[config.mk]
export PLATFORM = sky130hd
export DESIGN_NAME = pipe_stage_reg
export DESIGN_NICKNAME = d
export VERILOG_FILES = /design/src/rtl/pipe_stage_reg.sv
export SDC_FILE = /design/constraint.sdc
export NUM_CORES = 1
export LEC_CHECK = 0
export CAP_MARGIN = 20
export CORE_UTILIZATION = 45
export CTS_CLUSTER_SIZE = 24
export DETAILED_ROUTE_END_ITERATION = 12
export PLACE_DENSITY = 0.79
export SLEW_MARGIN = 20
export SYNTH_ARGS = -nofsm -noshare
export SYNTH_HDL_FRONTEND = slang
export SYNTH_SLANG_ARGS = --single-unit
[constraint.sdc]
create_clock -name clk -period 2.2 [get_ports clk]
set_clock_uncertainty 0.05 [all_clocks]
set_input_delay 0.44 -clock clk [delete_from_list [all_inputs] [get_ports clk]]
set_output_delay 0.44 -clock clk [all_outputs]
set_load 0.005 [all_outputs]
[src/rtl/pipe_stage_reg.sv]
// Parametrised inter-stage pipeline register with flush, bubble/hold handling,
// saturating performance counters and a sticky illegal-stall detector.
module pipe_stage_reg #(
   parameter int unsigned            DATA_W    = 32,
   parameter int unsigned            STALL_W   = 6,
   parameter int unsigned            STAGE     = 2,
   parameter logic [DATA_W-1:0]      NOP_VALUE = {DATA_W{1'b0}},
   parameter int unsigned            CNT_W     = 16
) (
   input  logic               clk,
   input  logic               rst,
   input  logic [STALL_W-1:0] stall,
   input  logic               flush,
   input  logic [DATA_W-1:0]  in_data,
   input  logic               in_valid,
   input  logic               cnt_clr,
   output logic [DATA_W-1:0]  out_data,
   output logic               out_valid,
   output logic [CNT_W-1:0]   hold_cnt,
   output logic [CNT_W-1:0]   bubble_cnt,
   output logic [CNT_W-1:0]   flush_cnt,
   output logic               stall_err
);

   localparam logic [CNT_W-1:0] CNT_ZERO = {CNT_W{1'b0}};
   localparam logic [CNT_W-1:0] CNT_MAX  = {CNT_W{1'b1}};

   // Counters stick at all-ones rather than wrapping; clear takes precedence.
   function automatic logic [CNT_W-1:0] cnt_next(input logic [CNT_W-1:0] cur,
                                                 input logic ev,
                                                 input logic clr);
      logic [CNT_W-1:0] res;
      if (clr) begin
         res = CNT_ZERO;
      end else if (ev && (cur != CNT_MAX)) begin
         res = cur + CNT_W'(1);
      end else begin
         res = cur;
      end
      return res;
   endfunction

   logic [DATA_W-1:0] data_r;
   logic              valid_r;
   logic [CNT_W-1:0]  hold_cnt_r;
   logic [CNT_W-1:0]  bubble_cnt_r;
   logic [CNT_W-1:0]  flush_cnt_r;
   logic              err_r;

   logic              up_s;
   logic              dn_s;
   logic [DATA_W-1:0] data_nxt_s;
   logic              valid_nxt_s;
   logic              hold_ev_s;
   logic              bubble_ev_s;
   logic              flush_ev_s;
   logic              illegal_ev_s;

   assign up_s = stall[STAGE];
   assign dn_s = stall[STAGE+1];

   // Next payload/valid and event decode; flush overrides every stall pattern.
   always_comb begin
      data_nxt_s   = data_r;
      valid_nxt_s  = valid_r;
      hold_ev_s    = 1'b0;
      bubble_ev_s  = 1'b0;
      flush_ev_s   = 1'b0;
      illegal_ev_s = 1'b0;
      if (flush) begin
         data_nxt_s  = NOP_VALUE;
         valid_nxt_s = 1'b0;
         flush_ev_s  = valid_r;
      end else begin
         case ({up_s, dn_s})
            2'b10: begin
               data_nxt_s  = NOP_VALUE;
               valid_nxt_s = 1'b0;
               bubble_ev_s = 1'b1;
            end
            2'b11: begin
               hold_ev_s = 1'b1;
            end
            2'b00: begin
               data_nxt_s  = in_data;
               valid_nxt_s = in_valid;
            end
            2'b01: begin
               // Downstream stalled while upstream runs: hold, but flag it.
               illegal_ev_s = 1'b1;
            end
            default: begin
               data_nxt_s  = data_r;
               valid_nxt_s = valid_r;
            end
         endcase
      end
   end

   // State register: data path, counters and sticky error flag.
   always_ff @(posedge clk) begin
      if (rst) begin
         data_r       <= NOP_VALUE;
         valid_r      <= 1'b0;
         hold_cnt_r   <= CNT_ZERO;
         bubble_cnt_r <= CNT_ZERO;
         flush_cnt_r  <= CNT_ZERO;
         err_r        <= 1'b0;
      end else begin
         data_r       <= data_nxt_s;
         valid_r      <= valid_nxt_s;
         hold_cnt_r   <= cnt_next(hold_cnt_r,   hold_ev_s,   cnt_clr);
         bubble_cnt_r <= cnt_next(bubble_cnt_r, bubble_ev_s, cnt_clr);
         flush_cnt_r  <= cnt_next(flush_cnt_r,  flush_ev_s,  cnt_clr);
         err_r        <= cnt_clr ? 1'b0 : (err_r | illegal_ev_s);
      end
   end

   assign out_data   = data_r;
   assign out_valid  = valid_r;
   assign hold_cnt   = hold_cnt_r;
   assign bubble_cnt = bubble_cnt_r;
   assign flush_cnt  = flush_cnt_r;
   assign stall_err  = err_r;

endmodule

==> summary.md <==
| Metric | Value |
|---|---|
| Status | finished, final reports clean |
| Die Wd | 92.2 um |
| Global-route wire length before repair | 16800 um |
| Synth warn | 0 |
| Final setup vio count | 0 |
| DR vias | about 3800 |
| Post-place setup slack | -0.120 ns |
| Synth area leader | dfxtp_1 |
| Cells after DPL | 645 |
| CTS root buffer | clkbuf_8 |
| Final Max Tran Viols | 0 |
| Max_cap viols | 0 |
| Slew @ Worst Pin | 0.617 ns |
| Setup TNS | 0 ns |
| DRT Pass-1 Iters | 5 |
| Die area | between 8000 and 9000 sq um |
| Number of synthesized flops with an enable pin | 0 |
| End-of-flow core utilization | 69.2% |
| Detail Placement HPWL | 7030 um |
| Asr flop ratio synth | 0% |
| Tcrit/Tclk final | 90.7% |
| Ys flop type | dfxtp_1 |
| Dpl cell area | 5190 sq um |
| CTS Buf Count | 9 |
| Clock sink count | 82 |
| Latest clock arrival within the worst-skew pair | 0.34 ns |
| Yosys cell types | 50 |
| Final Non-Filler Cells | 660 |
| Vias in the first global route | between 3000 and 4000 |
| Top cell types by occurrence after synthesis | 82 x dfxtp_1, 55 x nor2_1, 33 x a22oi_1, 23 x a21oi_1, 19 x nand2_1 |
| Hold_ws | between 0.4 and 0.5 ns |
| PortBufs | 120 |
| Clock transition at path regs | 0.08 ns |
| Largest net degree at the start of global routing | 35 |
| Worst r2r path cells | 6 |
| CP Class | in -> reg |
| Seq/Total Area, Yosys | around 45% |
| Clk buf depth | 2 |
| H-tree depth | 3 |
| Starting Density | roughly 47% |
| Post-Syn Area per Cell | 8.97 sq um |
| DRC viols | 0 |
| Worst r2r dst | hold_cnt[4] |
| Post-Synthesis Cells | 408 |
| Hold buffers post-CTS | 0 |
| ANT cells | 0 |
| RSZ-0062 raised after global routing | no |
| Core area | 7810 sq um |
| Setup slack, reg-to-reg | 0.24 ns |
| Share of layout cells above drive strength 1 | 12.0% |
| Crit start category | input port |
| Final Instance Area | 5400 sq um |
| Power Density | 537 nW/um^2 |
| GP Congestion | between 0.8 and 0.9 |
| Post-route ant nets | 0 |
| Die H | 92.2 um |
| Static leakage | 1.84 nW |
| DR WL met2 | 4750 um |
| Req. time, crit path | between 2 and 2.5 ns |
| Drt wl/cell | 15.2 um |
| Top Ports | 125 |
| 1st-iter DRT viols | 220 |
| Mapped cell area | 3660 sq um |
| Critical path peak fanout | 8 |
| Crit path capture | bubble_cnt[7] |
| Worst Setup SP | stall[2] |
| WL final | 10100 um |
| Area contributors post-synth | dfxtp_1 45%, a22oi_1 6.8%, nor2_1 5.6% |
| Hold Vio Cnt, Final | 0 |
| Met3 WL post-DR | 775 um |
| Hold WC Path Type | reg -> reg |
| Post-layout power | roughly 2.9 mW |
| Most common cell in the synthesized netlist | dfxtp_1 |
| Final WS setup | between 0.2 and 0.25 ns |
| Reg2reg start | hold_cnt[0] |
| Max Clock Freq | 0.501 GHz |
| Initial antenna violation count | 0 |
| Core Rows | 32 |
| Final min period | 2.00 ns |
| Grt total ovfl | 0 |
| CTS tree | done |
| WL met1 | 4430 um |
| Slew HR | 58.9% |
| Crit path DAT | 2.19 ns |
| Nets | 601 |
| Uppermost routed layer | met4 |
| Total GRT Usage | 24.1% |
| CP endpoint kind | flop |
| Hold path startpoint | stall_err |
| Register bit total from synthesis | a little over 80 |
| Worst vdd ir | 0.000345 V |
| Area Overhead vs Synth | 47.6% |
| Syn_nets | about 450 |
| Via density | 5.82 |
| Post-synth top area share | 44.9% |
[state kept, by name (all words and copies together), names as in the netlist]
register	flops
bubble_cnt	16
flush_cnt	16
hold_cnt	16
out_data	32
out_valid	1
stall_err	1
[worst min path at each step]
stage                     cells past startpoint  slack, ns         to
final                                         2       0.43  stall_err
after global routing                          2       0.46  stall_err
after CTS                                     2       0.44  stall_err
after detailed placement                      2       0.43  stall_err
after global placement                        2       0.40  stall_err
after floorplan                               2       0.42  stall_err
[critical path: stages]
cell	delay (ns)
clkdlybuf4s50_1	0.59
nor3b_4	0.30
nand4_4	0.20
or4b_1	0.51
o211a_1	0.14
[layer usage]
layer,GRT usage (%),vias up
li1,-,1865
met1,29.9,1826
met2,39.4,137
met3,7.30,10
met4,8.72,0
met5,0,-
[what timing repair did]
action / CTS / global route
gates resized for setup: 0 / 1
buffers inserted: 0 / 1
setup endpoints to repair: 0 / 1
[report_power, final]
part	switching, mW	internal, mW
Sequential	0.00812	1.50
Combinational	0.0979	0.127
Clock	0.514	0.657
[cell type report]
cell class / count / area (sq um)
clock buffers: 11 / 141
clock inverters: 3 / 65.1
fillers: 627 / 2400
inverters: 6 / 22.5
multi-input cells: 300 / 1920
flip-flops and latches: 82 / 1640
well taps: 102 / 128
repair buffers: 156 / 1480
[cell usage in the layout, fill, tap and decap left out, types with 8 or more instances in the layout]
master           netlist  final
a21oi_1               23     23
nand4_1               17     17
o21ai_0               15     15
dfxtp_1               82     81
nand2_1               19     19
nand3_1               15     15
or4_1                 11     11
o31ai_1               12     12
nor3_1                 8      8
clkbuf_8               0     10
buf_4                  0     35
nor2_1                55     54
or3_1                 12     12
clkdlybuf4s50_1        0    120
a22oi_1               33     33
[cell families after synthesis]
group | synth area share, %
AND/OR/NAND/NOR | 28.1
AO/OA/AOI/OAI | 21.9
flip-flops | 44.9
buffers and inverters | 2.77
multiplexers | 0.821
adder cells (fa/ha/maj) | 1.03
XOR/XNOR | 0.479
Power figures use the tool's default switching activity.
